### config.mk
export PLATFORM = sky130hd
export DESIGN_NAME = btn_counter_ctrl
export DESIGN_NICKNAME = d
export VERILOG_FILES = /design/src/rtl/btn_counter_ctrl.sv
export SDC_FILE = /design/constraint.sdc
export NUM_CORES = 1
export LEC_CHECK = 0
export BUFFER_PORTS_ARGS = -buffer_cell sky130_fd_sc_hd__buf_2
export CAP_MARGIN = 5
export CORE_MARGIN = 4
export CORE_UTILIZATION = 30
export DETAILED_ROUTE_END_ITERATION = 10
export HOLD_SLACK_MARGIN = 0.15
export PLACE_DENSITY_LB_ADDON = 0.2
export SYNTH_ARGS = -nofsm -noshare
export SYNTH_HDL_FRONTEND = slang
export SYNTH_SLANG_ARGS = --single-unit
### constraint.sdc
create_clock -name clk -period 5 [get_ports clk]
set_clock_uncertainty 0.05 [all_clocks]
set_input_delay 1 -clock clk [delete_from_list [all_inputs] [get_ports clk]]
set_output_delay 1 -clock clk [all_outputs]
set_load 0.03 [all_outputs]
### src/rtl/btn_counter_ctrl.sv
// Button front end for the FND counter: synchronize, debounce and edge-detect
// three push-buttons, then drive run/clear/direction controls from a small FSM.
module btn_counter_ctrl #(
  parameter int CLK_FREQ  = 100_000_000,
  parameter int SAMPLE_HZ = 1_000,
  parameter int DEB_LEN   = 8
) (
  input  logic       clk,
  input  logic       reset,
  input  logic       btn_run,
  input  logic       btn_clear,
  input  logic       btn_mode,
  output logic       o_run_en,
  output logic       o_clear,
  output logic       o_up,
  output logic [1:0] o_state
);

  localparam int DIV   = CLK_FREQ / SAMPLE_HZ;
  localparam int CNT_W = (DIV > 1) ? $clog2(DIV) : 1;
  localparam logic [CNT_W-1:0] CNT_MAX = CNT_W'(DIV - 1);

  localparam logic [1:0] ST_STOP  = 2'b00;
  localparam logic [1:0] ST_RUN   = 2'b01;
  localparam logic [1:0] ST_CLEAR = 2'b10;

  localparam int B_RUN   = 0;
  localparam int B_CLEAR = 1;
  localparam int B_MODE  = 2;

  logic [CNT_W-1:0] cnt_q;
  logic             sample_tick;
  logic             tick_d1_q;

  assign sample_tick = (cnt_q == CNT_MAX);

  always_ff @(posedge clk or negedge reset) begin
    if (!reset) begin
      cnt_q     <= '0;
      tick_d1_q <= 1'b0;
    end else begin
      tick_d1_q <= sample_tick;
      if (sample_tick) begin
        cnt_q <= '0;
      end else begin
        cnt_q <= cnt_q + CNT_W'(1);
      end
    end
  end

  logic [2:0] btn_raw;
  logic [2:0] btn_pulse;

  assign btn_raw = {btn_mode, btn_clear, btn_run};

  // One identical sync/debounce/edge chain per button; the level only moves
  // on the clock after a tick, once the whole sample window agrees.
  genvar gi;
  generate
    for (gi = 0; gi < 3; gi++) begin : g_btn
      logic               sync1_q;
      logic               sync2_q;
      logic [DEB_LEN-1:0] sh_q;
      logic               deb_q;
      logic               deb_d1_q;

      always_ff @(posedge clk or negedge reset) begin
        if (!reset) begin
          sync1_q  <= 1'b0;
          sync2_q  <= 1'b0;
          sh_q     <= '0;
          deb_q    <= 1'b0;
          deb_d1_q <= 1'b0;
        end else begin
          sync1_q  <= btn_raw[gi];
          sync2_q  <= sync1_q;
          deb_d1_q <= deb_q;
          if (sample_tick) begin
            sh_q <= {sh_q[DEB_LEN-2:0], sync2_q};
          end
          if (tick_d1_q) begin
            if (&sh_q) begin
              deb_q <= 1'b1;
            end else if (~|sh_q) begin
              deb_q <= 1'b0;
            end
          end
        end
      end

      assign btn_pulse[gi] = deb_q & ~deb_d1_q;
    end
  endgenerate

  logic [1:0] state_q;
  logic [1:0] state_d;
  logic       up_q;
  logic       up_d;

  always_comb begin
    state_d = state_q;
    case (state_q)
      ST_STOP: begin
        if (btn_pulse[B_CLEAR]) begin
          state_d = ST_CLEAR;
        end else if (btn_pulse[B_RUN]) begin
          state_d = ST_RUN;
        end
      end
      ST_RUN: begin
        if (btn_pulse[B_CLEAR]) begin
          state_d = ST_CLEAR;
        end else if (btn_pulse[B_RUN]) begin
          state_d = ST_STOP;
        end
      end
      ST_CLEAR: state_d = ST_STOP;
      default:  state_d = ST_STOP;
    endcase
  end

  // Direction is independent of the FSM, so a mode press is honoured even in CLEAR.
  always_comb begin
    up_d = up_q ^ btn_pulse[B_MODE];
  end

  always_ff @(posedge clk or negedge reset) begin
    if (!reset) begin
      state_q <= ST_STOP;
      up_q    <= 1'b1;
    end else begin
      state_q <= state_d;
      up_q    <= up_d;
    end
  end

  assign o_run_en = (state_q == ST_RUN);
  assign o_clear  = (state_q == ST_CLEAR);
  assign o_up     = up_q;
  assign o_state  = state_q;

endmodule

==> impl_metrics.env <==
export IMPL_initial_utilization=0.314
export IMPL_synth_cell_types=25
export IMPL_die_area_sq_um=9180
export IMPL_totalWireLength_um=3670
export IMPL_p_comb_frac=0.012
export IMPL_htreeDepth=3
export IMPL_core_area_sq_um=7370
export IMPL_maxSlewViolCount=0
export IMPL_start_kind="register"
export IMPL_antenna_found_initial=0
export IMPL_finish_utilization=0.358
export IMPL_fin_crit_sh=0.445
export IMPL_first_global_vias=1329
export IMPL_num_rows=31
export IMPL_cts_buffers=9
export IMPL_cap_violations=0
export IMPL_synthTopCellsByArea="dfrtp_1, mux2_2, xnor2_1"
export IMPL_syn_inst=177
export IMPL_grt_pass1_wl_um=6470
export IMPL_powerDensity_nw_per_um2=322
export IMPL_wl_per_cell_um=12.2
export IMPL_worstMarginPinSlew_ns=0.716
export IMPL_vias=1353
export IMPL_yosysSeqAreaShare=0.617
export IMPL_tns_ns=0
export IMPL_layout_drive_gt1_share=0.244
export IMPL_cp_top_family="simple AND/OR/NAND/NOR gates"
export IMPL_grt_max_degree=58
export IMPL_yosys_warnings=0
export IMPL_synth_top_cell_area_share=0.606
export IMPL_slowest_stage="or4b_4"
export IMPL_path_class="register to register"
export IMPL_viasPerCell=4.51
export IMPL_rsz0062_at_grt="no"
export IMPL_diodes=0
export IMPL_final_cells=300
export IMPL_cts_root_buf="clkbuf_8"
export IMPL_crit_buf_inv=1
export IMPL_cts_resized_gates=0
export IMPL_firstDrtPassIters=4
export IMPL_cts_hold_buf=0
export IMPL_drtIter0Drc=61
export IMPL_syn_cell_area_sq_um=2310
export IMPL_mostFrequentLayoutCell="dfrtp_1"
export IMPL_drtAntennaViolNets=0
export IMPL_layout_common_cells="dfrtp_1, nor2_1, mux2_2, xnor2_1, clkbuf_8"
export IMPL_fp_dieW_um=95.8
export IMPL_outcome="completed"
export IMPL_cts_num_sinks=57
export IMPL_cp_data_arrival_time_ns=2.38
export IMPL_swShare=0.211
export IMPL_crit_fanout=33
export IMPL_power_uw=849
export IMPL_finalSetupViolCount=0
export IMPL_p_int_uw=670
export IMPL_final_hold_viol_count=0
export IMPL_synth_fp_nets=183
export IMPL_ys_ff_latch=57
export IMPL_clock_path_buffers=2
export IMPL_numPortBuffers=9
export IMPL_clk_pin_slew_ns=0.06
export IMPL_track_usage=0.0942
export IMPL_leakage_uw=0.00120
export IMPL_nets=202
export IMPL_dp_cells=284
export IMPL_fin_crit_ns=2.23
export IMPL_peakVddDrop_mv=0.107
export IMPL_synthToLayoutAreaGrowth_pct=14.0
export IMPL_gp_congestion=0.779
export IMPL_die_y_um=95.8
export IMPL_slew_headroom=0.523
export IMPL_avgSynthCellArea_sq_um=13.1
export IMPL_tritoncts="done"
export IMPL_clock_latency_ns=0.32
export IMPL_ioPinCount=10
export IMPL_fmax_ghz=0.449
export IMPL_required_ns=5.16
export IMPL_synth_top_area_cell="dfrtp_1"
export IMPL_drc=0
export IMPL_clkPwrFrac=0.441
export IMPL_slowest_delay_ns=0.57
export IMPL_cts_setup_buffers=0
export IMPL_crit_chain="or4b_4 > nor4_4 > buf_4 > mux2_2"
export IMPL_seqPwrFrac=0.547
export IMPL_p_switching_uw=179
export IMPL_dp_hpwl_um=2260
export IMPL_cp_end_kind="register"
export IMPL_overflow=0
export IMPL_hold_path_class="register to register"
## final timing paths
| path | startpoint | to | slack (ns) | cells past startpoint |
|---|---|---|---|---|
| min reg2reg | g_btn[1].sync1_q$_DFF_PN0_ | g_btn[1].sync2_q$_DFF_PN0_ | 0.30 | 0 |
| min | g_btn[1].sync1_q$_DFF_PN0_ | g_btn[1].sync2_q$_DFF_PN0_ | 0.30 | 0 |
| min in group asynchronous | reset | g_btn[1].sh_q[3]$_DFFE_PN0N_ | 0.77 | 2 |
| max reg2reg | cnt_q[13]$_DFF_PN0_ | g_btn[1].sh_q[6]$_DFFE_PN0N_ | 2.77 | 4 |
| max in group asynchronous | reset | g_btn[2].sync2_q$_DFF_PN0_ | 3.66 | 2 |
| max | cnt_q[13]$_DFF_PN0_ | g_btn[1].sh_q[6]$_DFFE_PN0N_ | 2.77 | 4 |
## power groups by stage
stage               clock, uW  sequential, uW  combinational [uW]
floorplan                   0             473              0.0205
global placement            0             473                11.5
detailed placement          0             473                11.7
CTS                       392             464                11.7
global route              414             464                12.9
finish                    374             464                10.5
## area by class of cell
| class | instances | area, sq um |
|---|---|---|
| fill | 737 | 4730 |
| sequential | 57 | 1430 |
| multi-input combinational | 114 | 840 |
| clock buffer | 13 | 159 |
| tap | 99 | 124 |
| timing repair buffer | 11 | 60.1 |
| clock inverter | 3 | 15.0 |
| inverter | 3 | 11.3 |
## metrics by stage
stage	setup slack [ns]	area [sq um]	hold slack, ns
after detailed placement	2.78	2460	0.285
after floorplan	2.88	2310	0.281
after CTS	2.77	2640	0.299
after global routing	2.63	2640	0.309
final	2.77	2640	0.297
after global placement	2.79	2460	0.282
## registers in the layout (all words and copies together), names as in the netlist
register and flops:
o_up 1, o_state 2, tick_d1_q 1, g_btn.deb_d1_q 3
g_btn.sync1_q 3, g_btn.sh_q 24, g_btn.deb_q 3, cnt_q 17
g_btn.sync2_q 3
## cells by family (layout without fill, tap and decap cells)
group | count (synthesis) | in the layout | share of synthesized area
flops | 57 | 57 | 0.617
fa+ha+maj | 1 | 1 | 0.00541
mux | 24 | 24 | 0.117
xor+xnor | 17 | 17 | 0.0644
simple gates | 69 | 69 | 0.170
compound gates | 3 | 3 | 0.00649
buf+inv | 6 | 30 | 0.0195
## synthesized netlist by cell type (all sizes together)
library cell   n
and3           1
nand3          7
dfrtp         56
xor2           3
dfstp          1
nand4b         1
mux2          24
or4            1
nor2          21
nand2          5
nor4           7
nor2b          6
nor4b          3
nand2b         1
nor3           3
inv            3
ha             1
or4b           1
and4           2
xnor2         14
buf            3
nand4         10
a21oi          3
## layer usage
metal	share of wire	routed length (um)	GRT usage
met5	0	0	0
met4	0.0090	33	0.0320
met3	0.046	169	0.0563
met2	0.46	1690	0.140
met1	0.49	1780	0.113
(Power assumes the default switching activity.)
